===== src/rtl/mul_pipe_unit_pkg.sv =====
// mul_pipe_unit_pkg: shared op encodings and pipeline depth bounds for the
// pipelined multiply unit.
package mul_pipe_unit_pkg;

  localparam int MUL_OP_W    = 3;
  localparam int MUL_LAT_MIN = 2;
  localparam int MUL_LAT_MAX = 8;

  typedef enum logic [MUL_OP_W-1:0] {
    MUL_OP_MULT  = 3'b000,
    MUL_OP_MULTU = 3'b001,
    MUL_OP_MADD  = 3'b100,
    MUL_OP_MADDU = 3'b101,
    MUL_OP_MSUB  = 3'b110,
    MUL_OP_MSUBU = 3'b111
  } mul_op_e;

  // Signed ops sign-extend their operands into the (WIDTH+1)-bit multiplier.
  function automatic logic op_is_signed(input logic [MUL_OP_W-1:0] op);
    return (op == MUL_OP_MULT) || (op == MUL_OP_MADD) || (op == MUL_OP_MSUB);
  endfunction

endpackage


===== src/rtl/mul_pipe_unit_if.sv =====
// mul_pipe_unit_if: issue-side and writeback-side valid/ready handshakes of
// the multiply unit. The unit uses the slave modport, its driver the master.
interface mul_pipe_unit_if
  import mul_pipe_unit_pkg::*;
#(
  parameter int WIDTH = 32,
  parameter int TAG_W = 6
);

  logic                in_valid;
  logic                in_ready;
  logic [MUL_OP_W-1:0] in_op;
  logic [WIDTH-1:0]    in_a;
  logic [WIDTH-1:0]    in_b;
  logic [TAG_W-1:0]    in_tag;

  logic                out_valid;
  logic                out_ready;
  logic [WIDTH-1:0]    out_hi;
  logic [WIDTH-1:0]    out_lo;
  logic [TAG_W-1:0]    out_tag;

  modport master (
    output in_valid, in_op, in_a, in_b, in_tag, out_ready,
    input  in_ready, out_valid, out_hi, out_lo, out_tag
  );

  modport slave (
    input  in_valid, in_op, in_a, in_b, in_tag, out_ready,
    output in_ready, out_valid, out_hi, out_lo, out_tag
  );

endinterface


===== src/rtl/mul_pipe_stage.sv =====
// mul_pipe_stage: one valid/op/tag/data register stage of the multiply pipe.
// The whole pipe advances on en; flush drops the valid bit only.
module mul_pipe_stage #(
  parameter int OP_W   = 3,
  parameter int TAG_W  = 6,
  parameter int DATA_W = 66
) (
  input  logic              clk,
  input  logic              reset,
  input  logic              en,
  input  logic              flush,
  input  logic              d_valid,
  input  logic [OP_W-1:0]   d_op,
  input  logic [TAG_W-1:0]  d_tag,
  input  logic [DATA_W-1:0] d_data,
  output logic              q_valid,
  output logic [OP_W-1:0]   q_op,
  output logic [TAG_W-1:0]  q_tag,
  output logic [DATA_W-1:0] q_data
);

  // Stage register: valid cleared by flush, payload follows the global enable.
  always_ff @(posedge clk or negedge reset) begin
    if (!reset) begin
      q_valid <= 1'b0;
      q_op    <= '0;
      q_tag   <= '0;
      q_data  <= '0;
    end else begin
      if (flush) begin
        q_valid <= 1'b0;
      end else if (en) begin
        q_valid <= d_valid;
      end
      if (en) begin
        q_op   <= d_op;
        q_tag  <= d_tag;
        q_data <= d_data;
      end
    end
  end

endmodule


===== src/rtl/mul_pipe_unit.sv =====
// mul_pipe_unit: fully pipelined MULT/MULTU unit with tag pass-through and
// valid/ready backpressure. Optional HI/LO accumulator with MADD/MSUB ops is
// enabled by defining MUL_PIPE_ACC_EN.
module mul_pipe_unit
  import mul_pipe_unit_pkg::*;
#(
  parameter int WIDTH   = 32,
  parameter int LATENCY = 4,
  parameter int TAG_W   = 6
) (
  input  logic          clk,
  input  logic          reset,
  input  logic          flush,
  mul_pipe_unit_if.slave bus,
  output logic          busy
);

  // S1 holds both operands widened to WIDTH+1; later stages hold the full
  // signed product, which is the same width, so every stage is uniform.
  localparam int DATA_W = 2*WIDTH + 2;

  if (LATENCY < MUL_LAT_MIN || LATENCY > MUL_LAT_MAX) begin : g_bad_latency
    $error("mul_pipe_unit: LATENCY out of range 2..8");
  end

  logic                en;
  logic                so_valid;
  logic [WIDTH-1:0]    so_hi;
  logic [WIDTH-1:0]    so_lo;
  logic [TAG_W-1:0]    so_tag;

  // d_* is the input of stage i (index LATENCY is the output stage SO),
  // q_* is the registered content of S1..S(LATENCY-1).
  logic                d_valid [1:LATENCY];
  logic [MUL_OP_W-1:0] d_op    [1:LATENCY];
  logic [TAG_W-1:0]    d_tag   [1:LATENCY];
  logic [DATA_W-1:0]   d_data  [1:LATENCY];

  logic                q_valid [1:LATENCY-1];
  logic [MUL_OP_W-1:0] q_op    [1:LATENCY-1];
  logic [TAG_W-1:0]    q_tag   [1:LATENCY-1];
  logic [DATA_W-1:0]   q_data  [1:LATENCY-1];

  logic                a_sx;
  logic                b_sx;
  logic signed [DATA_W-1:0] mul_a;
  logic signed [DATA_W-1:0] mul_b;
  logic signed [DATA_W-1:0] prod;

  logic [2*WIDTH-1:0]  prod_lo;
  logic [2*WIDTH-1:0]  so_result;
  logic                prod_unused;

  assign en           = ~so_valid | bus.out_ready;
  assign bus.in_ready = en;

  assign bus.out_valid = so_valid;
  assign bus.out_hi    = so_hi;
  assign bus.out_lo    = so_lo;
  assign bus.out_tag   = so_tag;

  assign a_sx = op_is_signed(bus.in_op) & bus.in_a[WIDTH-1];
  assign b_sx = op_is_signed(bus.in_op) & bus.in_b[WIDTH-1];

  assign d_valid[1] = bus.in_valid & en;
  assign d_op[1]    = bus.in_op;
  assign d_tag[1]   = bus.in_tag;
  assign d_data[1]  = {a_sx, bus.in_a, b_sx, bus.in_b};

  // Full-width signed product of the S1 operands; the stages behind it only
  // carry the result, leaving room for retiming.
  assign mul_a = {{(WIDTH+1){q_data[1][DATA_W-1]}}, q_data[1][DATA_W-1:WIDTH+1]};
  assign mul_b = {{(WIDTH+1){q_data[1][WIDTH]}},    q_data[1][WIDTH:0]};
  assign prod  = mul_a * mul_b;

  for (genvar i = 2; i <= LATENCY; i++) begin : g_link
    assign d_valid[i] = q_valid[i-1];
    assign d_op[i]    = q_op[i-1];
    assign d_tag[i]   = q_tag[i-1];
    if (i == 2) begin : g_prod
      assign d_data[i] = prod;
    end else begin : g_carry
      assign d_data[i] = q_data[i-1];
    end
  end

  for (genvar i = 1; i < LATENCY; i++) begin : g_stage
    mul_pipe_stage #(
      .OP_W   (MUL_OP_W),
      .TAG_W  (TAG_W),
      .DATA_W (DATA_W)
    ) u_stage (
      .clk     (clk),
      .reset   (reset),
      .en      (en),
      .flush   (flush),
      .d_valid (d_valid[i]),
      .d_op    (d_op[i]),
      .d_tag   (d_tag[i]),
      .d_data  (d_data[i]),
      .q_valid (q_valid[i]),
      .q_op    (q_op[i]),
      .q_tag   (q_tag[i]),
      .q_data  (q_data[i])
    );
  end

  // Only the low 2*WIDTH product bits reach HI/LO; the two top bits are the
  // sign growth of the widened operands.
  assign prod_lo     = d_data[LATENCY][2*WIDTH-1:0];
  assign prod_unused = ^d_data[LATENCY][DATA_W-1:2*WIDTH];

`ifdef MUL_PIPE_ACC_EN
  logic [2*WIDTH-1:0] acc;
  logic [2*WIDTH-1:0] acc_eff;

  // The result sitting in SO is the youngest HI/LO value, so it is forwarded
  // ahead of ACC to let back-to-back accumulates chain.
  assign acc_eff = so_valid ? {so_hi, so_lo} : acc;

  // Output-stage result select, including accumulate ops.
  always_comb begin
    so_result = '0;
    case (d_op[LATENCY])
      MUL_OP_MULT, MUL_OP_MULTU: so_result = prod_lo;
      MUL_OP_MADD, MUL_OP_MADDU: so_result = acc_eff + prod_lo;
      MUL_OP_MSUB, MUL_OP_MSUBU: so_result = acc_eff - prod_lo;
      default:                   so_result = '0;
    endcase
  end

  // Architectural HI/LO: updated only when WB takes the result; flush leaves it.
  always_ff @(posedge clk or negedge reset) begin
    if (!reset) begin
      acc <= '0;
    end else if (so_valid && bus.out_ready) begin
      acc <= {so_hi, so_lo};
    end
  end
`else
  // Output-stage result select; anything but MULT/MULTU retires as zero.
  always_comb begin
    so_result = '0;
    case (d_op[LATENCY])
      MUL_OP_MULT, MUL_OP_MULTU: so_result = prod_lo;
      default:                   so_result = '0;
    endcase
  end
`endif

  // Output stage: holds under backpressure, flush drops the valid result.
  always_ff @(posedge clk or negedge reset) begin
    if (!reset) begin
      so_valid <= 1'b0;
      so_hi    <= '0;
      so_lo    <= '0;
      so_tag   <= '0;
    end else begin
      if (flush) begin
        so_valid <= 1'b0;
      end else if (en) begin
        so_valid <= d_valid[LATENCY];
      end
      if (en && d_valid[LATENCY] && !flush) begin
        so_hi  <= so_result[2*WIDTH-1:WIDTH];
        so_lo  <= so_result[WIDTH-1:0];
        so_tag <= d_tag[LATENCY];
      end
    end
  end

  // Any occupied stage keeps the issue logic informed.
  always_comb begin
    busy = so_valid;
    for (int i = 1; i < LATENCY; i++) begin
      busy = busy | q_valid[i];
    end
  end

endmodule

===== src/flat_wrapper.sv =====
// flat-port wrapper written by rule: the top's interface ports become plain ports
module mul_pipe_unit_flat import mul_pipe_unit_pkg::*;
#(
  parameter int WIDTH   = 32,
  parameter int LATENCY = 4,
  parameter int TAG_W   = 6
)
  (clk, reset, flush, busy, bus_in_valid, bus_in_op, bus_in_a, bus_in_b, bus_in_tag, bus_out_ready, bus_in_ready, bus_out_valid, bus_out_hi, bus_out_lo, bus_out_tag);
  mul_pipe_unit_if #(.WIDTH(WIDTH), .TAG_W(TAG_W)) bus_i ();
  input  logic clk;
  input  logic reset;
  input  logic flush;
  output logic busy;
  input wire logic [$bits(bus_i.in_valid)-1:0] bus_in_valid;
  input wire logic [$bits(bus_i.in_op)-1:0] bus_in_op;
  input wire logic [$bits(bus_i.in_a)-1:0] bus_in_a;
  input wire logic [$bits(bus_i.in_b)-1:0] bus_in_b;
  input wire logic [$bits(bus_i.in_tag)-1:0] bus_in_tag;
  input wire logic [$bits(bus_i.out_ready)-1:0] bus_out_ready;
  output wire logic [$bits(bus_i.in_ready)-1:0] bus_in_ready;
  output wire logic [$bits(bus_i.out_valid)-1:0] bus_out_valid;
  output wire logic [$bits(bus_i.out_hi)-1:0] bus_out_hi;
  output wire logic [$bits(bus_i.out_lo)-1:0] bus_out_lo;
  output wire logic [$bits(bus_i.out_tag)-1:0] bus_out_tag;
  assign bus_i.in_valid = bus_in_valid;
  assign bus_i.in_op = bus_in_op;
  assign bus_i.in_a = bus_in_a;
  assign bus_i.in_b = bus_in_b;
  assign bus_i.in_tag = bus_in_tag;
  assign bus_i.out_ready = bus_out_ready;
  assign bus_in_ready = bus_i.in_ready;
  assign bus_out_valid = bus_i.out_valid;
  assign bus_out_hi = bus_i.out_hi;
  assign bus_out_lo = bus_i.out_lo;
  assign bus_out_tag = bus_i.out_tag;
  mul_pipe_unit #(.WIDTH(WIDTH), .LATENCY(LATENCY), .TAG_W(TAG_W)) u_core (.clk(clk), .reset(reset), .flush(flush), .bus(bus_i), .busy(busy));
endmodule

===== config.mk =====
export PLATFORM = sky130hd
export DESIGN_NAME = mul_pipe_unit_flat
export DESIGN_NICKNAME = d
export VERILOG_FILES = /design/src/rtl/mul_pipe_unit_pkg.sv /design/src/rtl/mul_pipe_unit_if.sv /design/src/rtl/mul_pipe_stage.sv /design/src/rtl/mul_pipe_unit.sv /design/src/flat_wrapper.sv
export SDC_FILE = /design/constraint.sdc
export NUM_CORES = 2
export LEC_CHECK = 0
export ABC_AREA = 0
export BUFFER_PORTS_ARGS = -buffer_cell sky130_fd_sc_hd__buf_2
export CORE_MARGIN = 1.5
export CORE_UTILIZATION = 50
export CTS_CLUSTER_SIZE = 20
export DETAILED_ROUTE_END_ITERATION = 10
export GPL_ROUTABILITY_DRIVEN = 0
export GPL_TIMING_DRIVEN = 0
export HOLD_SLACK_MARGIN = 0.05
export PLACE_DENSITY = 0.69
export RECOVER_POWER = 50
export SLEW_MARGIN = 10
export SYNTH_ARGS = -nofsm -noshare
export SYNTH_HDL_FRONTEND = slang
export SYNTH_HIERARCHICAL = 1
export SYNTH_SLANG_ARGS = --single-unit

===== constraint.sdc =====
create_clock -name clk -period 7.9 [get_ports clk]
set_clock_uncertainty 0.05 [all_clocks]
set_input_delay 0.395 -clock clk [delete_from_list [all_inputs] [get_ports clk]]
set_output_delay 0.395 -clock clk [all_outputs]
set_load 0.05 [all_outputs]

==> Yosys cells after proc, flatten, opt, wreduce, memory -nomap -nowiden <==
Cells that the tools add are included.
{ "word_totals": {"regBits": 295, "latch_bits": 0, "ramBits": 0, "rom_bits": 0, "in_bits": 78, "output_inout_bits": 73, "memories": 0} }
{ "classes": {"n_addsub": 0, "n_mul": 1, "div_mod_pow": 0, "magnitude_cmp": 0, "eq_ne": 3, "n_shift": 0, "n_mux": 9, "n_bitwise": 8, "n_reduce_logical": 9} }
{ "ops": {"columns": ["op", "n"], "rows": [
  ["$mul 33x33->64", 1],
  ["$mux 64", 1],
  ["$mux 1", 8],
  ["$eq 3x3->1 const B", 2],
  ["$logic_not 3->1", 2],
  ["$or 1x1->1", 4],
  ["$and 1x1->1", 3],
  ["$eq 3x1->1 const B", 1],
  ["$logic_and 1x1->1", 2],
  ["$logic_or 1x1->1", 2],
  ["$reduce_bool 2->1", 1],
  ["$reduce_or 2->1", 1],
  ["$logic_not 1->1", 1],
  ["$not 1->1", 1]
]} }

==> Depth between registers and ports, before layout <==
{ "depth": {"depth_word": 5, "ltp_mapped": 31, "depth_no_buf": 29} }

==> Modules after synthesis <==
The synthesis kept the hierarchy.
{ "by_module_without_submodules": {"columns": ["module", "n_inst", "cells_each", "area_each_um2"], "rows": [
  ["mul_pipe_unit", 1, 4554, 41835.1],
  ["mul_pipe_stage", 3, 161, 2977.9]
]} }

==> Least setup slack after synthesis <==
No wires, ideal clock.
{ "synth_timing": {"path_type": "register to register", "start": "register u_core.g_stage[1].u_stage.q_data[65]", "end": "register u_core.g_stage[2].u_stage.q_data[62]", "setup_time_ns": 0.064, "t_arrival_ns": 8.051, "required_time_ns": 7.786, "path_slack_ns": -0.266, "stages_incl_launch_ff": 30, "path_buffers": 2, "period_less_slack_ns": 8.166, "cell_sequence": "dfrtp_1 > clkbuf_1 > nand2_1 > inv_1 > fa_1 > inv_1 > fa_1 > inv_1 > fa_1 > inv_1 > fa_1 > inv_1 > fa_1 > fa_1 > fa_1 > inv_1 > fa_1 > inv_1 > ha_1 > clkbuf_1 > a21o_1 > a21o_1 > a21o_1 > a21oi_1 > o21ai_0 > a21oi_1 > nand3b_1 > mux2_1 > o2111ai_1 > mux2_2"} }
{ "synth_lines": {"columns": ["element", "line", "source"], "rows": [
  ["start, declared", "mul_pipe_stage.sv:19", "output logic [DATA_W-1:0] q_data"],
  ["start signal, assigned", "mul_pipe_stage.sv:38", "q_data <= d_data;"],
  ["end signal, assigned", "mul_pipe_stage.sv:38", null],
  ["end, declared", "mul_pipe_stage.sv:19", null]
]} }

==> out/qor.txt <==
Setup crit end: u_core/g_stage[2].u_stage/q_data[63]$_DFFE_PN0P_
Placement-stage cell area: 0.0525 mm2
Placed cells: 6408
First-pass GRT wire length: 255000 um
# IOs: 151
Failing checks: capacitance limit, slew limit, setup timing
Status: finished, violations left
Seq. cell area: 0.00737 mm2
Post-Synthesis Cells: 4968
TritonCTS clock tree: done
FF-to-FF Start: u_core/g_stage[1].u_stage/q_data[6]$_DFFE_PN0P_
Startpoint Class: register
Crit path arrival time: 8610 ps
Chip height: 319 um
DIE AREA: 0.102 mm2
WL final: 171000 um
Core area: 0.0987 mm2
Clk_lat worst skew: 580 ps
WL/cell: 25.5 um
1st-pass router iterations: 6
Required time of the critical path: 8290 ps
Count of final max-slew check failures: 106
Iteration-0 DRC Markers: 3691
Post-DRT Antenna Nets: 0
FILL cells: 8331
Critical Path End Type: register
Fin worst setup slack: -318 ps
GRT overflow: 0
Root Buffer: clkbuf_16
Worst slew margin relative to its limit: -1.32
Hold Path Depth: 2
Reg2Reg Depth: 27
Ys Warns: 6
Drt drc: 0
CTS Buf Count: 35
Vias: 37700
CTS Sinks: 292
Final Hold Vio Count: 0
Hold WS: 82.1 ps
Clock-pin slew on the worst setup and hold paths: 60 ps
Cell Area, Synth: 0.0500 mm2
CP startpoint: u_core/g_stage[1].u_stage/q_data[6]$_DFFE_PN0P_
Synthesized net count: 6396
Fin area: 0.0580 mm2
R2R Setup Slk: -320 ps
Hold Crit Class: input port to register
Share of cells above drive strength 1: 0.188
Nets: 6780
Overall die width: 319 um
Final period util: 1.04
Setup TNS: -3090 ps
Area Overhead vs Synth: 16.0%
Htree depth: 2
Largest net degree at the start of global routing: 102
Slew @ Worst Pin: 3470 ps
Multi-input logic area: 0.0384 mm2
Max-cap violations: 2
Peak Freq: 122 MHz
Average cell area after synthesis: 10.1 um2
HPWL Detailed: 130000 um
Starting Density: 0.507
WS Path Type: register to register
Overall Global Routing Usage: 0.345
Min Clock Period, post-route: 8220 ps
Row count: 115
Final setup vio count: 18
Max FO, Critical Path: 8
Reg-to-reg endpoint: u_core/g_stage[2].u_stage/q_data[63]$_DFFE_PN0P_
PortBufs: 150
Drt via density: 5.65
Number of antenna violations at the first check in global routing: 19
Vias in the first global route: 40600
RSZ-0062 raised after global routing: true
Cell Count, Final, Fillers Out: 6678
CTS Buffer Depth: 3
state kept, by name (all words and copies together), names as in the netlist:
signal	flops
u_core/bus.out_tag	6
u_core/bus.out_lo	32
u_core/g_stage.u_stage/q_valid	3
u_core/g_stage.u_stage/q_op	6
u_core/g_stage.u_stage/q_tag	18
u_core/bus.out_hi	32
u_core/bus.out_valid	1
u_core/g_stage.u_stage/q_data	194
area by class of cell:
type	count	area share
antenna	15	0.000647
buffer	250	0.0430
clock buffer	50	0.0183
clock inverter	11	0.00282
inverter	1129	0.0734
multi-input combinational	3282	0.662
sequential	292	0.127
tap	1287	0.0278
timing repair buffer	362	0.0449
routing by layer:
layer	routed length, um	GRT usage
met5	136	0.00284
met3	21700	0.128
met1	57400	0.407
met2	73800	0.514
met4	17500	0.262
cell usage in the layout (no fill, tap or decap), types with 7 or more instances in the layout:
master         instances
buf_12                11
dlygate4sd3_1         69
fa_2                  50
xnor2_1               31
nand2_1              672
buf_2                 89
a21oi_2               16
clkbuf_16             55
clkbuf_8              76
nand2_2                9
mux2_2                97
and2_1               541
a21o_1                38
fa_1                1086
ha_1                 181
and2_4                16
clkinvlp_4             7
a211oi_2               8
ha_4                  28
clkbuf_2              32
diode_2               15
nand2b_1              12
buf_4                131
nor3_1                 9
dfrtp_1              242
o21bai_1               9
a21oi_1               37
o21ai_0               19
nor2_1                61
nand3_1               79
inv_1               1086
nand4_1               11
xor2_1                22
buf_6                 30
inv_2                 37
clkbuf_4              60
mux2_4               122
clkbuf_1             105
dfrtp_2               48
a211oi_1               7
timing repair:
item                                    4_1_cts  5_1_grt
endpoints found under the hold margin       124        0
endpoints found under the setup margin       40       30
cloned                                        1        1
gates resized for setup                     664      178
pin swaps                                    87      104
hold buffers                                 69        0
setup buffers                                86       53
how the worst min path moves through the flow:
stage / slack [ps] / startpoint / to
global route: 60 / bus_in_a[0] / u_core/g_stage[1].u_stage/q_data[33]$_DFFE_PN0P_
finish: 80 / bus_in_a[0] / u_core/g_stage[1].u_stage/q_data[33]$_DFFE_PN0P_
floorplan: 50 / reset / u_core/bus.out_hi[0]$_DFFE_PN0P_
detailed placement: 250 / reset / u_core/g_stage[1].u_stage/q_data[39]$_DFFE_PN0P_
CTS: 60 / bus_in_a[0] / u_core/g_stage[1].u_stage/q_data[33]$_DFFE_PN0P_
global placement: 400 / u_core/bus.out_lo[3]$_DFFE_PN0P_ / u_core/bus.out_lo[3]$_DFFE_PN0P_
per-stage QoR:
stage,worst slack [ps],util
finish,-318,0.588
global route,-447,0.587
CTS,-150,0.580
detailed placement,-1620,0.532
global placement,-1550,0.531
floorplan,34.0,-
critical path, stage by stage, from the launching register on:
cell        delay [ps]
dfrtp_2            530
clkbuf_16          250
and2_4             160
fa_2               590
fa_2               460
fa_2               600
clkinvlp_4         200
fa_1               530
inv_1               50
fa_1               540
fa_2               430
fa_1               480
inv_1               50
fa_1               510
inv_2               50
ha_4               250
buf_6              110
nand4_1             60
or2_1              260
nor2_2             150
buf_4              140
a31oi_4            120
a21o_4             290
o31ai_4            290
a211oi_2           150
o31ai_2            300
xor2_1             150
mux2_4             270
Power is not shown: default switching activity piles up to over one toggle a cycle in this logic, so the estimate is an artifact.
